## config.mk

```make
export PLATFORM = sky130hd
export DESIGN_NAME = ro_puf_array_ctrl
export DESIGN_NICKNAME = d
export VERILOG_FILES = /design/src/rtl/ro_puf_pkg.sv /design/src/rtl/ro_edge_counter.sv /design/src/rtl/ro_puf_array_ctrl.sv
export SDC_FILE = /design/constraint.sdc
export NUM_CORES = 1
export LEC_CHECK = 0
export ABC_CLOCK_PERIOD_IN_PS = 3600
export BUFFER_PORTS_ARGS = -buffer_cell sky130_fd_sc_hd__buf_2
export CAP_MARGIN = 0
export CORE_MARGIN = 2
export CORE_UTILIZATION = 25
export DETAILED_ROUTE_END_ITERATION = 10
export HOLD_SLACK_MARGIN = 0.05
export PLACE_DENSITY = 0.43
export SETUP_SLACK_MARGIN = 0.05
export SLEW_MARGIN = 5
export SYNTH_ARGS = -nofsm -noshare
export SYNTH_HDL_FRONTEND = slang
export SYNTH_HIERARCHICAL = 1
export SYNTH_SLANG_ARGS = --single-unit
```

## constraint.sdc

```tcl
create_clock -name clk_i -period 3.6 [get_ports clk_i]
set_input_delay 0.36 -clock clk_i [delete_from_list [all_inputs] [get_ports clk_i]]
set_output_delay 0.36 -clock clk_i [all_outputs]
set_load 0.01 [all_outputs]
```

## src/rtl/ro_puf_pkg.sv

```systemverilog
// Shared definitions for the ring-oscillator PUF controller: FSM state
// encoding and the post-window drain length.
package ro_puf_pkg;

  typedef enum logic [2:0] {
    IDLE,
    SETTLE,
    COUNT,
    DRAIN,
    DONE
  } puf_state_e;

  localparam int unsigned DRAIN_CYC = 3;

endpackage

```

## src/rtl/ro_edge_counter.sv

```systemverilog
// One measurement channel: 2-flop synchronizer on a raw RO output, rising-edge
// detector and a saturating edge counter.
module ro_edge_counter #(
  parameter int CNT_W = 16
) (
  input  logic             clk_i,
  input  logic             rst_i,
  input  logic             ro_i,
  input  logic             clr_i,
  input  logic             en_i,
  output logic [CNT_W-1:0] cnt_o
);

  logic [1:0]       sync_q;
  logic             prev_q;
  logic [CNT_W-1:0] cnt_q;
  logic [CNT_W-1:0] cnt_d;
  logic             rise;

  assign rise = sync_q[1] & ~prev_q;

  always_comb begin
    cnt_d = cnt_q;
    if (clr_i) begin
      cnt_d = '0;
    end else if (en_i && rise && (cnt_q != {CNT_W{1'b1}})) begin
      cnt_d = cnt_q + 1'b1;
    end
  end

  always_ff @(posedge clk_i) begin
    if (rst_i) begin
      sync_q <= '0;
      prev_q <= 1'b0;
      cnt_q  <= '0;
    end else begin
      sync_q <= {sync_q[0], ro_i};
      prev_q <= sync_q[1];
      cnt_q  <= cnt_d;
    end
  end

  assign cnt_o = cnt_q;

endmodule

```

## src/rtl/ro_puf_array_ctrl.sv

```systemverilog
// RO-PUF array controller: accepts a challenge (two RO indices + window),
// enables the pair, counts their edges and reports which one ran faster.
module ro_puf_array_ctrl
  import ro_puf_pkg::*;
#(
  parameter int NUM_RO     = 16,
  parameter int CNT_W      = 16,
  parameter int WIN_W      = 16,
  parameter int SETTLE_CYC = 8
) (
  input  logic                        clk_i,
  input  logic                        rst_i,
  input  logic                        req_i,
  output logic                        ack_o,
  input  logic [2*$clog2(NUM_RO)-1:0] chal_i,
  input  logic [WIN_W-1:0]            win_i,
  output logic [NUM_RO-1:0]           ro_en_o,
  input  logic [NUM_RO-1:0]           ro_i,
  output logic                        valid_o,
  input  logic                        ready_i,
  output logic                        resp_o,
  output logic                        tie_o,
  output logic                        err_o,
  output logic [CNT_W-1:0]            cnt_a_o,
  output logic [CNT_W-1:0]            cnt_b_o
);

  localparam int IDX_W = $clog2(NUM_RO);
  localparam int SET_W = $clog2(SETTLE_CYC + 1);
  localparam int TMR_W = (WIN_W > SET_W) ? WIN_W : SET_W;

  puf_state_e        state_q, state_d;
  logic [TMR_W-1:0]  timer_q, timer_d;
  logic [IDX_W-1:0]  chalA_q, chalA_d, chalB_q, chalB_d;
  logic [WIN_W-1:0]  win_q, win_d;
  logic              err_q, err_d;
  logic [NUM_RO-1:0] roEn_q, roEn_d;
  logic [CNT_W-1:0]  cntA, cntB;
  logic              cntClr, cntEn;

  // One down-counting timer is reused for the SETTLE, COUNT and DRAIN phases.
  always_comb begin
    state_d = state_q;
    timer_d = timer_q;
    chalA_d = chalA_q;
    chalB_d = chalB_q;
    win_d   = win_q;
    err_d   = err_q;
    ack_o   = 1'b0;
    roEn_d  = '0;
    unique case (state_q)
      IDLE: begin
        if (req_i && !rst_i) begin
          ack_o   = 1'b1;
          chalA_d = chal_i[IDX_W-1:0];
          chalB_d = chal_i[2*IDX_W-1:IDX_W];
          win_d   = win_i;
          if ((chal_i[IDX_W-1:0] == chal_i[2*IDX_W-1:IDX_W]) || (win_i == '0)) begin
            err_d   = 1'b1;
            state_d = DONE;
          end else begin
            err_d   = 1'b0;
            state_d = SETTLE;
            timer_d = TMR_W'(SETTLE_CYC - 1);
          end
        end
      end
      SETTLE: begin
        if (timer_q == '0) begin
          state_d = COUNT;
          timer_d = TMR_W'(win_q) - TMR_W'(1);
        end else begin
          timer_d = timer_q - TMR_W'(1);
        end
      end
      COUNT: begin
        if (timer_q == '0) begin
          state_d = DRAIN;
          timer_d = TMR_W'(DRAIN_CYC - 1);
        end else begin
          timer_d = timer_q - TMR_W'(1);
        end
      end
      DRAIN: begin
        if (timer_q == '0) begin
          state_d = DONE;
        end else begin
          timer_d = timer_q - TMR_W'(1);
        end
      end
      DONE: begin
        if (ready_i) begin
          state_d = IDLE;
        end
      end
      default: state_d = IDLE;
    endcase
    // Enables are registered from the next state so ro_en_o is glitch-free.
    if ((state_d == SETTLE) || (state_d == COUNT)) begin
      roEn_d[chalA_d] = 1'b1;
      roEn_d[chalB_d] = 1'b1;
    end
  end

  always_ff @(posedge clk_i) begin
    if (rst_i) begin
      state_q <= IDLE;
      timer_q <= '0;
      chalA_q <= '0;
      chalB_q <= '0;
      win_q   <= '0;
      err_q   <= 1'b0;
      roEn_q  <= '0;
    end else begin
      state_q <= state_d;
      timer_q <= timer_d;
      chalA_q <= chalA_d;
      chalB_q <= chalB_d;
      win_q   <= win_d;
      err_q   <= err_d;
      roEn_q  <= roEn_d;
    end
  end

  assign cntClr = (state_q == IDLE) || (state_q == SETTLE);
  assign cntEn  = (state_q == COUNT);

  ro_edge_counter #(.CNT_W(CNT_W)) uCntA (
    .clk_i (clk_i),
    .rst_i (rst_i),
    .ro_i  (ro_i[chalA_q]),
    .clr_i (cntClr),
    .en_i  (cntEn),
    .cnt_o (cntA)
  );

  ro_edge_counter #(.CNT_W(CNT_W)) uCntB (
    .clk_i (clk_i),
    .rst_i (rst_i),
    .ro_i  (ro_i[chalB_q]),
    .clr_i (cntClr),
    .en_i  (cntEn),
    .cnt_o (cntB)
  );

  assign ro_en_o = roEn_q;
  assign valid_o = (state_q == DONE);
  assign err_o   = valid_o && err_q;
  assign resp_o  = valid_o && !err_q && (cntA > cntB);
  assign tie_o   = valid_o && !err_q && (cntA == cntB);
  assign cnt_a_o = cntA;
  assign cnt_b_o = cntB;

endmodule

```

### After elaboration in Yosys (flattened, before gate mapping)

Index checks and enable logic that the tools add are counted.

* input port bits: 44
* flip-flop bits (word level): 98
* RAM bits: 0
* word-level logic and storage cells: 95
* memories kept: 0
* output and inout bits: 53
* bits in latches: 0
* memory bits (read-only): 0

* reductions and logical operators: 24
* add/sub/neg operators: 4
* divide/modulo/power cells: 0
* shift operators: 0
* muxes and demuxes: 28
* magnitude comparators: 7
* bitwise operators: 6
* $mul: 0
* equality and inequality tests: 13

Operators with widths (count)
* $mux W16: 5
* $pmux W16 S4: 1
* $add A16 B1 Y16 const B: 2
* $logic_not A16 Y1: 2
* $ne A16 B16 Y1 const B: 2
* $sub A16 B1 Y16 const B: 2
* $lt A4 B5 Y1 const B: 4
* $mux W3: 6
* $eq A16 B16 Y1: 1
* $gt A16 B16 Y1: 1
* $mux W4: 4
* $or A16 B16 Y16: 1
* $pmux W3 S5: 1
* $logic_and A1 B1 Y1: 11
* $eq A3 B2 Y1 const B: 3
* $bmux W1 S4: 2
* $demux W1 S4: 2
* $ge A4 B1 Y1 const B: 2
* $mux W1: 7
* $eq A3 B1 Y1 const B: 2
* $ne A2 B2 Y1 const B: 3
* $eq A4 B4 Y1: 1
* $reduce_and A4 Y1: 1
* $reduce_bool A4 Y1: 1
* other kinds (8): 15

### Longest topological paths before layout

Gate-level depths: netlist of run 1.

* word-level depth: 9
* gate-level depth with buffers: 10
* mapped depth without buffers: 8

### By module

The synthesis of run 1 kept the hierarchy.

Modules (own cells, without submodules)
* ro_puf_array_ctrl: sequential area each 1201.2 um^2, cells an instance 503, instances 1, area an instance 4075.2 um^2
* ro_edge_counter: sequential area each 380.4 um^2, cells an instance 107, instances 2, area an instance 939.7 um^2

### Least setup slack after synthesis of run 1

Ideal clock, no wire load.

* path type: register to register
* start: reg state_q[1]
* end: reg uCntA.cnt_q[11] (netlist: uCntA/cnt_o[11])
* library setup time: 70 ps
* buffers on the path: 2
* period minus slack after synthesis: 2539 ps
* data arrival time: 2469 ps
* cell stages (with the launch flop): 8
* data required time: 3530 ps
* slack: 1061 ps
* path through: dfxtp_1 clkbuf_1 nor3b_1 nand3b_4 or2_2 buf_2 or4_1 a21oi_1

* word-level cells in the longest chain between the ends: 3
* elaborated cells between the ends (all ways): 7
* those cells by class: 2 x eq/ne; 5 x reduce/logical

RTL lines
* start, declared: RTL line ro_puf_array_ctrl.sv:32 `puf_state_e state_q, state_d;`
* start signal, assigned: RTL line ro_puf_array_ctrl.sv:115 `state_q <= state_d;`
* $eq A3 B2 Y1: RTL line ro_puf_array_ctrl.sv:126 `assign cntEn = (state_q == COUNT);`
* named net cntEn: RTL line ro_puf_array_ctrl.sv:39 `logic cntClr, cntEn;`
* $logic_and A1 B1 Y1 (2 in series): RTL line ro_edge_counter.sv:26 `end else if (en_i && rise && (cnt_q != {CNT_W{1'b1}})) begin`
* end signal, assigned: RTL line ro_edge_counter.sv:39 `cnt_q <= cnt_d;`
* end, declared: RTL line ro_edge_counter.sv:16 `logic [CNT_W-1:0] cnt_q;`

The timed path passes the listed nets, and every way through them passes these cells.
A chain may end at the register's enable or synchronous reset.

### Worst setup path in the final report of run 1

* start: reg state_q[1]
* end: out ack_o

* word-level cells in the longest chain between the ends: 2

RTL lines
* $logic_not A3 Y1: RTL line ro_puf_array_ctrl.sv:51 `unique case (state_q)`
* $mux W1: RTL line ro_puf_array_ctrl.sv:51
* end, declared: RTL line ro_puf_array_ctrl.sv:14 `output logic ack_o,`

Every way passes these cells.

==> results of run 1 <==
[cell type report]
| class | count | area share, % |
|---|---|---|
| Sequential cell | 98 | 27.9 |
| Inverter | 26 | 1.39 |
| Timing Repair Buffer | 105 | 7.78 |
| Clock inverter | 7 | 1.31 |
| Multi-Input combinational cell | 560 | 52.8 |
| Clock buffer | 9 | 3.20 |
| Tap cell | 319 | 5.67 |
[state kept, by name, summed over array words and instances (netlist names), 2 cells and up]
signal / count
uCntB/cnt_o: 16
uCntA/cnt_o: 16
timer_q: 16
chalA_q: 4
ro_en_o: 16
chalB_q: 4
state_q: 3
uCntA/sync_q: 2
uCntB/sync_q: 2
win_q: 16
[logic make-up after synthesis]
family	count (synthesis)	synth area share, %
and+or+nand+nor	342	32.7
AOI/OAI and AO/OA	167	18.6
DFF	98	32.9
buffers and inverters	59	4.60
adders and majority gates	20	4.20
xor gates and xnor gates	18	2.65
muxes	13	4.29
[placed cells by master, fill, tap and decap left out, types with 20 or more instances in the layout]
cell type	instances
dfxtp_1	98
nor2_1	49
nand3_1	38
ha_1	20
nand3b_1	33
o21ai_0	25
nand2_1	90
a21oi_1	44
inv_1	25
or3_1	21
buf_2	96
[power breakdown]
group / switching [uW] / internal (uW) / total (uW) / leakage [uW]
Sequential: 180 / 1200 / 1380 / 0.000796
Clock: 503 / 564 / 1070 / 0.000158
Combinational: 945 / 601 / 1550 / 0.00187
[per-stage QoR]
stage               total power, uW  std cells  util [%]  hold WS, ns  instance area [sq um]
floorplan                      2530        717         -        0.414                   5950
global placement               2970       1108      28.7        0.421                   6730
detailed placement             2950       1108      28.7        0.425                   6730
CTS                            4030       1124      30.1        0.177                   7040
global route                   4260       1124      30.1        0.194                   7040
finish                         3990       1124      30.1        0.193                   7040
[worst max-delay path: stages (launching register included)]
cell and delay (ns):
dfxtp_1 0.68, nor2_2 0.19, nand3_1 0.16, clkinv_1 0.46
buf_4 0.41, buf_2 0.16
[synth_stat cells (all sizes together) (7+ instances only)]
cell    number  area (sq um)
dfxtp       98          1960
nand2       92           350
nor2        50           190
a21oi       44           220
nand3       39           200
nand3b      35           288
o21ai       27           135
inv         25          93.8
or3         21           131
ha          20           250
nor4        19           170
buf         18           104
o31ai       18           135
a22oi       16           120
nand4       15           106
nor3        15          85.1
or4         15           119
clkbuf      13          55.1
xor2        13           114
mux4        10           225
nor2b       10          62.6
a21o         8          60.1
a31oi        7          43.8
[routing by layer]
metal  routed length, um  part of all wire (%)  global-route usage (%)  vias up
met1                8900                    50                    20.8     2663
met5                  12                 0.067                       0        -
li1                    -                     -                       -     2858
met3                 920                   5.1                    2.78       18
met4                 223                   1.2                    3.73        2
met2                7900                    44                    23.0      148
[final timing paths]
| check | from | to | slack (ns) | depth (start not counted) |
|---|---|---|---|---|
| max | state_q[1]$_SDFF_PP0_ | ack_o | 0.79 | 5 |
| min | win_i[10] | win_q[10]$_SDFFE_PP0P_ | 0.19 | 3 |
| max reg2reg | state_q[1]$_SDFF_PP0_ | ro_en_o[15]$_SDFF_PP0_ | 0.96 | 6 |
| min reg2reg | uCntB/sync_q[0]$_SDFF_PP0_ | uCntB/sync_q[1]$_SDFF_PP0_ | 0.44 | 1 |
==> impl_results.md, run 1 <==
* Clk pin slew, worst setup/hold paths at 0.08 ns
* Initial Util at 25.4%
* Seq cells post-synth at 98
* RSZ-0062 raised after global routing: no
* All-Layer GR Usage at between 10% and 20%
* Max-slew violations at 0
* Vias at between 5000 and 6000
* Diodes inserted at 0
* EDFF count, synth at 0
* Syn_area_per_cell at 8.30 sq um
* CTS hold repair buffers at 0
* Fin nets at 864
* Post-route DRC at 0
* Die Wd at between 150 and 200 um
* Final setup TNS at 0 ns
* Relative slew slack at 53.5%
* Detailed Route WL at roughly 18000 um
* Post-cts sizing count at 0
* Worst slack, placed at ~0.95 ns
* Num CTS Buffers at 9
* Syn Inst Count at 717
* Final-report hold violation count at 0
* Leak at 0.00283 uW
* Status: finished, final reports clean
* Crit-path max FO at 23
* Top FF cell, synth: dfxtp_1
* Setup ws final at about 0.79 ns
* Fillers at 2575
* Kind of critical path: flop to output port
* Gpl congestion at around 0.82
* Mapped Nets at about 780
* FP Rows at 56
* DRT iter0 DRCs at 344
* Warnings, synthesis at 6
* Slew @ Worst Pin at roughly 0.69 ns
* GRT overflow at 0
* Synth async-reset ratio at 0%
* Fin Clk Skew at 0.0118 ns
* Initial antenna violation count at 1
* Peak supply drop at around 0.23 mV
* Critical Path RT at about 3.2 ns
* Critical path arrival at ~2.5 ns
* Setup crit start kind: flop
* Tcrit/Tclk final at 78.0%
* FMAX at 0.356 GHz
* Core area at approximately 23000 sq um
* Vias in the first global route at 5494
* Seq/Total Area, Yosys at 32.9%
* Via/cell ratio at 5.06
* Clock Tree Buf Depth at 2
* Largest net degree at the start of global routing at 51
* Mapped cell area at 5950 sq um
* Share of layout cells above drive strength 1 at between 10% and 20%
* Register area at 1960 sq um
* Die area at between 20000 and 30000 sq um
* DPL Wire Length at 13400 um
* First-pass detailed-route iteration total at 5
* Root Driver: clkbuf_16
* Final worst path period need at 2.81 ns
* Post-synth cell types at 73
* Die Ht at 158 um
* First-pass GRT wire length at 29400 um
* CP Capture Type: output port
* Setup Viol. Count Final at 0
* Setup bufs post-CTS at 0
* Area occupied by multi-input gates at around 3700 sq um
* ANT nets after route at 0
* Hold Crit Class: primary input to flop
* Port buffer count at 96
* H-tree levels at 3
* CTS tree: done
* PD cells at 567 nW/um^2
* Max cap viols at 0
* Area Overhead vs Synth at 18.3%
* Avg WL per Cell at 16.0 um
* Clock sinks at 98
* Clock latency on the worst-skew pair at 0.36 ns
* # IOs at 97
No activity file was read; power rests on OpenSTA's default activity.
==> run 2, diff against run 1 <==
Settings changed: ABC_AREA set to 1, ABC_CLOCK_PERIOD_IN_PS 3600 to 2300, PLACE_DENSITY 0.43 to 0.44.
Clock period 3.6 ns to 2.3 ns, I/O delays scaled along.
==> run 2 against run 1 <==
Effect of this change:
- clock skew fell by 0.0029 ns
- worst hold slack got worse by 0.023 ns
- largest cell class unchanged
- combinational power rose by 62%
==> impl_results.md, run 2 <==
* Relative slew slack at 29.2% (-24 points)
* Die Ht at 165 um (+3.9%)
* Detailed Route WL at 19200 um (+7.0%)
* Initial antenna violation count at 0 (-1)
* Die area at 27100 sq um (+7.9%)
* Syn_area_per_cell at 6.22 sq um (-25%)
* Diodes inserted at 0 (unchanged)
* Fin nets at 1204 (+39%)
* Register area at 1980 sq um (+1.0%)
* Fillers at 2878 (+12%)
* Worst hold slack at 0.170 ns (-0.0229 ns)
* RSZ-0062 raised after global routing: no
* PD cells at 803 nW/um^2 (+42%)
* Max-slew violations at 0 (unchanged)
* All-Layer GR Usage at 14.6% (-0.11 points)
* Vias at 6492 (+14%)
* Root Driver: clkbuf_16
* Final worst path period need at 2.14 ns
* Clock sinks at 98 (unchanged)
* Mapped Nets at 1100 (+41%)
* FP Rows at 58 (+3.6%)
* Critical path arrival at 1.91 ns (-0.54 ns)
* Die Wd at 165 um (+3.9%)
* Post-route DRC at 0 (unchanged)
* Avg WL per Cell at 13.0 um (-18%)
* Top FF cell, synth: dfxtp_1
* Mapped cell area at 6440 sq um (+8.2%)
* Port buffer count at 96 (unchanged)
* # IOs at 97 (unchanged)
* Setup ws final at 0.163 ns (-0.628 ns)
* Most common cell after layout, fill and taps aside: nand2_1
* Max cap viols at 0 (unchanged)
* Syn Inst Count at 1036 (+44%)
* First-pass GRT wire length at 31500 um (+7.3%)
* GRT overflow at 0 (unchanged)
* Crit-path max FO at 3 (-87%)
* Leak at 0.00344 uW (+22%)
* Via/cell ratio at 4.40 (-13%)
* Critical Path RT at 2.07 ns (-1.17 ns)
* CTS tree: done
* Synth top area share at 30.5% (-2.5 points)
* FMAX at about 0.47 GHz
* Setup crit start kind: flop
* Clock latency on the worst-skew pair at 0.36 ns (about the same)
* Largest net degree at the start of global routing at 33 (-35%)
* Top cells by area, synth: dfxtp_1, nand2_1, nor2_1
* EDFF count, synth at 0 (unchanged)
* Worst slack, placed at 0.323 ns (-0.630 ns)
* Area Overhead vs Synth at 19.2%
* Synth area leader: dfxtp_1
* Final-report hold violation count at 0 (unchanged)
* Setup Viol. Count Final at 0 (unchanged)
* Core area at 25300 sq um (+7.9%)
* DRT iter0 DRCs at 340 (-1.2%)
* CP Capture Type: output port
* Synth async-reset ratio at 0% (unchanged)
* Gpl congestion at 0.822 (about the same)
* Commonest cells after routing, fill and taps aside: nand2_1, nor2_1, inv_1
* Seq cells post-synth at 98 (unchanged)
* Warnings, synthesis at 6 (unchanged)
* Seq/Total Area, Yosys at 30.5% (-2.5 points)
* Most common cell in the synthesized netlist: nand2_1
* Post-route cell area at 7670 sq um (+9.0%)
* Placed Area at 7300 sq um (+8.6%)
* Share of layout cells above drive strength 1 at 18.5% (-0.97 points)
* Kind of critical path: flop to output port
* Slew @ Worst Pin at 1.06 ns (+0.367 ns)
* H-tree levels at 3 (unchanged)
* Post-synth cell types at 36 (-51%)
* Num CTS Buffers at 9 (unchanged)
* Clk pin slew, worst setup/hold paths at 0.07 ns (about the same)
* First-pass detailed-route iteration total at 5 (unchanged)
* Synth cell count leaders: nand2_1, nor2_1, inv_1
* Final setup TNS at 0 ns (unchanged)
* DPL Wire Length at 15100 um (+13%)
* Tcrit/Tclk final at between 90% and 100%
* Peak supply drop at 0.313 mV (+34%)
* Status: finished, final reports clean
* Area occupied by multi-input gates at 3860 sq um (+3.7%)
* Hold Crit Class: primary input to flop
* Initial Util at 25.5% (+0.057 points)
* Fin Clk Skew at 0.00893 ns (-0.00289 ns)
* Clock Tree Buf Depth at 2 (unchanged)
* ANT nets after route at 0 (unchanged)
* Vias in the first global route at 6067 (+10%)
## run 2: changes by cell type after synthesis, moves of 20 or more
cell / delta
nand2_1: +165
nor2_1: +158
inv_1: +91
a21oi_1: +37
o21ai_0: +32
nand3b_1: -30
or3_1: -21
nand3_1: +20
## run 2: path summary, 6_finish.rpt
check / start / endpoint / slack [ns] / cells after the start
worst max-delay path: uCntB/cnt_o[1]$_SDFFE_PP0P_ / resp_o / 0.16 / 13
worst min-delay path: rst_i / state_q[0]$_SDFF_PP0_ / 0.17 / 2
worst max register to register: timer_q[0]$_SDFFE_PP0P_ / timer_q[7]$_SDFFE_PP0P_ / 0.33 / 12
worst min register to register: uCntB/sync_q[0]$_SDFF_PP0_ / uCntB/sync_q[1]$_SDFF_PP0_ / 0.41 / 2
## run 2: stage by stage
stage          util (%)  instances  power [uW]
3_3_place_gp       28.9       1456        4530
2_1_floorplan         -       1036        3820
6_report           30.4       1474        6160
3_5_place_dp       28.9       1456        4510
4_1_cts            30.2       1471        6250
5_1_grt            30.4       1474        6710
## run 2: layout make-up
cell class                 instances  area share, %
inverter                         130           6.39
tap                              330           5.38
multi-input combinational        788           50.3
clock inverter                     5           1.11
clock buffer                      10           3.11
sequential                        98           25.8
timing repair buffer             113           7.92
## run 2: report_power, final
part	total, uW	switching [uW]	internal [uW]
logic	2510	1690	815
registers	1960	129	1830
clock network	1700	713	986
## run 2: repair_timing
item / 4_1_cts / 5_1_grt
hold buffers: 0 / 0
gates resized for setup: 2 / 14
pin swaps: 0 / 0
buffers inserted: 0 / 3
setup endpoints to repair: 1 / 2
## run 2: routing by layer
| layer | GRT usage, % | vias to the layer above | wire [um] |
|---|---|---|---|
| met3 | 2.36 | 16 | 792 |
| met4 | 3.79 | 0 | 228 |
| li1 | - | 3507 | - |
| met1 | 20.8 | 2842 | 9870 |
| met5 | 0 | - | 0 |
| met2 | 22.9 | 127 | 8310 |
## run 2: logic make-up after synthesis
group | after synthesis | synth area share (%)
xor gates and xnor gates | 12 | 1.63
and+or+nand+nor | 594 | 40.6
buffers and inverters | 150 | 9.75
adders and majority gates | 20 | 3.89
AOI/OAI and AO/OA | 162 | 13.6
DFF | 98 | 30.5
## run 2: worst max-delay path, stage by stage, from the launching register on
cell	delay, ns
dfxtp_4	0.36
inv_1	0.04
ha_1	0.28
inv_1	0.04
nor2_1	0.07
nor2_1	0.05
o21ai_1	0.14
nand2_1	0.07
o211ai_1	0.09
nand2_1	0.08
nand2_1	0.06
nand2_1	0.04
nor2_1	0.10
buf_2	0.14
